===== src/rtl/alu_mdu.sv =====
// alu_mdu: single-cycle ALU plus iterative WIDTH-cycle multiply/divide unit with HI/LO registers.
module alu_mdu #(
  parameter int WIDTH = 32,
  parameter int SHW   = $clog2(WIDTH)
) (
  input  logic             clk,
  input  logic             reset,
  input  logic [WIDTH-1:0] a,
  input  logic [WIDTH-1:0] b,
  input  logic [3:0]       alucontrol,
  input  logic             start,
  output logic [WIDTH-1:0] result,
  output logic             zero,
  output logic             overflow,
  output logic             busy,
  output logic             done
);
  typedef enum logic {IDLE, RUN} state_t;
  state_t state_q, state_d;
  logic [SHW-1:0] cnt_q, cnt_d;
  logic [WIDTH-1:0] hi_q, hi_d, lo_q, lo_d, mcand_q, mcand_d;
  logic [2*WIDTH-1:0] p_q, p_d, step, fin;
  logic div_q, div_d, neg_q, neg_d, done_q, done_d;
  logic [WIDTH:0] sum, shifted, diff;
  logic [WIDTH-1:0] add_r, sub_r, ma, mb;
  logic accept, is_mult;
  assign add_r = a + b;
  assign sub_r = a - b;
  always_comb begin
    result   = '0;
    overflow = 1'b0;
    case (alucontrol)
      4'b0000: result = a & b;
      4'b0001: result = a | b;
      4'b0010: begin
        result   = add_r;
        overflow = (a[WIDTH-1] == b[WIDTH-1]) && (add_r[WIDTH-1] != a[WIDTH-1]);
      end
      4'b0110: begin
        result   = sub_r;
        overflow = (a[WIDTH-1] != b[WIDTH-1]) && (sub_r[WIDTH-1] != a[WIDTH-1]);
      end
      4'b0111: result = {{(WIDTH-1){1'b0}}, $signed(a) < $signed(b)};
      4'b0101: result = {{(WIDTH-1){1'b0}}, a < b};
      4'b0011: result = a ^ b;
      4'b0100: result = ~(a | b);
      4'b1000: result = b << a[SHW-1:0];
      4'b1001: result = b >> a[SHW-1:0];
      4'b1010: result = $signed(b) >>> a[SHW-1:0];
      4'b1011: result = hi_q;
      4'b1100: result = lo_q;
      default: result = '0;
    endcase
  end
  assign zero = result == '0;
  assign busy = state_q == RUN;
  assign done = done_q;
  assign is_mult = alucontrol == 4'b1111;
  assign accept  = state_q == IDLE && start && alucontrol[3:2] == 2'b11 && alucontrol[1:0] != 2'b00;
  assign ma = (is_mult && a[WIDTH-1]) ? -a : a;
  assign mb = (is_mult && b[WIDTH-1]) ? -b : b;
  // p_q holds {accumulator, multiplier} for multiply and {remainder, quotient} for divide
  assign sum     = {1'b0, p_q[2*WIDTH-1:WIDTH]} + {1'b0, p_q[0] ? mcand_q : '0};
  assign shifted = {p_q[2*WIDTH-1:WIDTH], p_q[WIDTH-1]};
  assign diff    = shifted - {1'b0, mcand_q};
  assign step = div_q ? (diff[WIDTH] ? {shifted[WIDTH-1:0], p_q[WIDTH-2:0], 1'b0}
                                     : {diff[WIDTH-1:0], p_q[WIDTH-2:0], 1'b1})
                      : {sum, p_q[WIDTH-1:1]};
  assign fin = neg_q ? -step : step;
  always_comb begin
    state_d = state_q;
    cnt_d   = cnt_q;
    p_d     = p_q;
    mcand_d = mcand_q;
    div_d   = div_q;
    neg_d   = neg_q;
    hi_d    = hi_q;
    lo_d    = lo_q;
    done_d  = 1'b0;
    if (accept) begin
      state_d = RUN;
      cnt_d   = '0;
      p_d     = {{WIDTH{1'b0}}, ma};
      mcand_d = mb;
      div_d   = alucontrol == 4'b1110;
      neg_d   = is_mult && (a[WIDTH-1] ^ b[WIDTH-1]);
    end else if (state_q == RUN) begin
      p_d   = step;
      cnt_d = cnt_q + SHW'(1);
      if (cnt_q == SHW'(WIDTH-1)) begin
        state_d      = IDLE;
        {hi_d, lo_d} = fin;
        done_d       = 1'b1;
      end
    end
  end
  always_ff @(posedge clk or posedge reset) begin
    if (reset) begin
      state_q <= IDLE;
      cnt_q   <= '0;
      p_q     <= '0;
      mcand_q <= '0;
      div_q   <= 1'b0;
      neg_q   <= 1'b0;
      hi_q    <= '0;
      lo_q    <= '0;
      done_q  <= 1'b0;
    end else begin
      state_q <= state_d;
      cnt_q   <= cnt_d;
      p_q     <= p_d;
      mcand_q <= mcand_d;
      div_q   <= div_d;
      neg_q   <= neg_d;
      hi_q    <= hi_d;
      lo_q    <= lo_d;
      done_q  <= done_d;
    end
  end
endmodule


===== config.mk =====
export PLATFORM = sky130hd
export DESIGN_NAME = alu_mdu
export DESIGN_NICKNAME = d
export VERILOG_FILES = /design/src/rtl/alu_mdu.sv
export SDC_FILE = /design/constraint.sdc
export NUM_CORES = 1
export LEC_CHECK = 0
export BUFFER_PORTS_ARGS = -buffer_cell sky130_fd_sc_hd__clkbuf_2
export CAP_MARGIN = 30
export CORE_MARGIN = 2
export CORE_UTILIZATION = 40
export CTS_BUF_LIST = sky130_fd_sc_hd__clkbuf_2
export DETAILED_ROUTE_END_ITERATION = 16
export GPL_TIMING_DRIVEN = 0
export PLACE_DENSITY = 0.59
export SLEW_MARGIN = 40
export SYNTH_ARGS = -nofsm -noshare
export SYNTH_HDL_FRONTEND = slang
export SYNTH_SLANG_ARGS = --single-unit

===== constraint.sdc =====
create_clock -name clk -period 30.6 [get_ports clk]
set_input_delay 9.18 -clock clk [delete_from_list [all_inputs] [get_ports clk]]
set_output_delay 9.18 -clock clk [all_outputs]
set_load 0.02 [all_outputs]

==> flow_summary_export.csv <==
group,metric,value,unit
drt,avgViaCountPerCell,6.57,
placed_design,place_congestion,1.09,
drt,wl_per_cell,29.4,um
drt,drcViolationCount,0,
yosys,synth_top_area_share,0.180,
yosys,ys_seq_elements,169,
yosys,syn_area_per_cell,7.41,um2
finish,fin_cells,4082,
floorplan,die_area,60800,um2
timing,timing.fmax,38.8,MHz
yosys,syn_area,23500,um2
floorplan,initial_utilization,0.406,
yosys,ys_types,104,
placed_design,io_buffers,104,
timing,min_period_over_period,0.842,
placed_design,dp_cells,4048,
yosys,synth_warnings,0,
yosys,synth-edff-count,0,
timing,slew_viol_final,0,
placed_design,hpwlAfterDp,97.4,mm
drt,ant_nets,0,
grt,grt_max_degree,67,
drt,vias,26800,
yosys,async_reset_ff_frac,1.00,
worst_setup_path,crit_type,"primary input to primary output",
timing,tightestPinTransition,0.991,ns
timing,rsz0062_at_grt,"false",
worst_setup_path,cp-end-kind,"primary output",
outcome,outcome,"completed",
placed_design,detailed_place.area,25100,um2
power,powerDensity,93.1,nW/um2
clock_network,cts_tree,"done",
grt,grt_pass1_vias,24800,
yosys,synth_fp_nets,3418,
grt,grt.overflow.total,0,
clock_network,ctsHoldBuffers,0,
clock_network,cts-resized-gates,0,
job,maxCapViolCount,0,
timing,slew_headroom,0.332,
timing,setup_viol,0,
finish,fin_util,0.439,
timing,holdWs,0.520,ns
power,ir_drop,52.7,uV
yosys,synth_area_leaders,"dfrtp_1 (18%), ha_1 (8.9%), o21ai_0 (6.6%)",
clock_network,clock-sinks,169,
timing,fin_crit,25.77,ns
grt,grt_use_met1,0.525,
finish,final_area,25400,um2
worst_setup_path,critical_path_peak_fanout,10,
floorplan,rows,88,
finish,final_layout_size_suffix_gt1_frac,0.0971,
grt,track_usage,0.387,
clock_network,h-tree-depth,4,
timing,clock_skew,0.0756,ns
power,leakagePower,10.5,nW
clock_network,cts_setup_buffers,0,
yosys,syn_inst,3175,
timing,hold_viol_final,0,
clock_network,clock_latency,0.91,ns
floorplan,ios,107,
finish,layout_commonest_cell,"nand2_1",
drt,initialDrtViolationCount,3692,
min_path,worst_hold_path_type,"register to register",
yosys,yosysTopAreaCell,"dfrtp_1",
clock_network,clk_pin_slew,0.27,ns
drt,wl,120,mm
yosys,ys.flop_type,"dfrtp_1",
grt,use_met2,0.561,
clock_network,cts_root_buf,"clkbuf_2",
drt,drt_first_pass_iters,6,
grt,grtUsageMet3,0.115,
clock_network,clk_path_buf_depth,2,
clock_network,cts_buffers,17,
grt,top_usage_layer,"met2",
floorplan,core_area,57900,um2
finish,nets,3546,
timing,fin_tns_setup,0,ns
worst_setup_path,cp_data_required_time,21.42,ns
finish,area_growth,8.09,%
yosys,yosysSeqAreaShare,0.180,
worst_setup_path,start_kind,"primary input",
grt,grt_pass1_wl,171,mm
grt,antenna_found_initial,6,
floorplan,die_x,247,um
floorplan,dieHeight,247,um
finish,layout_common_cells,"nand2_1 (412), o21ai_0 (309), nor2_1 (256)",
worst_setup_path,arrival,16.59,ns
-- cell usage after synthesis, drive strengths merged, types with 15 or more instances --
| cell | instances |
|---|---|
| inv | 159 |
| o211ai | 54 |
| xor2 | 47 |
| o21bai | 28 |
| mux2i | 82 |
| nor2 | 257 |
| and3 | 21 |
| ha | 168 |
| a31oi | 40 |
| dfrtp | 169 |
| a211oi | 34 |
| a2111oi | 15 |
| o22ai | 20 |
| a21oi | 210 |
| a221oi | 24 |
| o21a | 20 |
| a21o | 44 |
| buf | 60 |
| and2 | 47 |
| nand4 | 26 |
| nor4 | 28 |
| mux4 | 47 |
| clkbuf | 169 |
| nand2b | 29 |
| o2111ai | 18 |
| or3 | 21 |
| o21ai | 335 |
| nor2b | 16 |
| a22oi | 29 |
| mux2 | 27 |
| a22o | 16 |
| o31ai | 24 |
| nand3 | 79 |
| xnor2 | 139 |
| nand2 | 413 |
| nor3 | 71 |
-- worst paths after layout --
kind                            cells after the start    endpoint  startpoint  slack (ns)
worst max-delay path                               22        zero        a[2]        4.83
worst max register to register                     21    hi_q[24]     p_q[31]       23.97
max in group asynchronous                           4  mcand_q[4]       reset       21.31
min in group asynchronous                           2    lo_q[31]       reset        8.27
worst min-delay path                                2    lo_q[16]    lo_q[16]        0.52
worst min register to register                      2    lo_q[16]    lo_q[16]        0.52
-- power by group --
| part | internal [mW] | switching (mW) | leakage (nW) |
|---|---|---|---|
| logic | 0.599 | 1.15 | 8.40 |
| registers | 0.326 | 0.148 | 1.98 |
| clock network | 0.0477 | 0.0955 | 0.156 |
-- per-stage QoR --
step | power (mW) | setup WS, ns
after floorplan | 1.58 | 6.61
final | 2.37 | 4.83
after global routing | 2.52 | 4.50
after detailed placement | 2.14 | 5.01
after CTS | 2.29 | 4.99
after global placement | 2.14 | 5.01
-- worst max-delay path: stages --
cell and delay [ns]:
clkbuf_2 0.14, buf_2 0.21, clkinv_1 0.17, buf_1 0.56, buf_2 0.41, buf_1 0.46, buf_1 0.64, ha_1 0.43
inv_1 0.13, a21oi_1 0.17, o21a_1 0.25, o41a_1 0.48, o21ai_0 0.60, a21o_1 0.29, nor2_1 0.06, a2111oi_0 0.42
o22ai_1 0.19, or4_1 0.51, or4_1 0.54, nand4bb_1 0.31, nor4_2 0.19, clkbuf_2 0.21
-- routing by layer --
layer,up-vias,wire length (um)
li1,11800,-
met1,13000,48600
met2,1737,49300
met3,325,15300
met4,8,6630
met5,-,57
-- cell families after synthesis --
kind of cell,after synthesis,synth area share
adder cells (fa/ha/maj),172,0.0927
buffers and inverters,392,0.0666
XOR/XNOR,186,0.0692
flip-flops,169,0.180
AND/OR/NAND/NOR,1058,0.209
AO/OA/AOI/OAI,1042,0.290
multiplexers,156,0.0929
-- cell type report --
type	count	area, um2
Fill cell	6263	32500
Multi-Input combinational cell	2614	17800
Sequential cell	169	4230
Tap cell	765	957
Buffer	229	956
Inverter	163	624
Timing Repair Buffer	109	593
Clock inverter	15	194
Clock buffer	17	85.1
Antenna cell	1	2.50
-- registers in the layout (all words and copies together), names as in the netlist --
| name | count |
|---|---|
| neg_q | 1 |
| done | 1 |
| lo_q | 32 |
| div_q | 1 |
| busy | 1 |
| p_q | 64 |
| mcand_q | 32 |
| hi_q | 32 |
| cnt_q | 5 |
(Power assumes the default switching activity.)
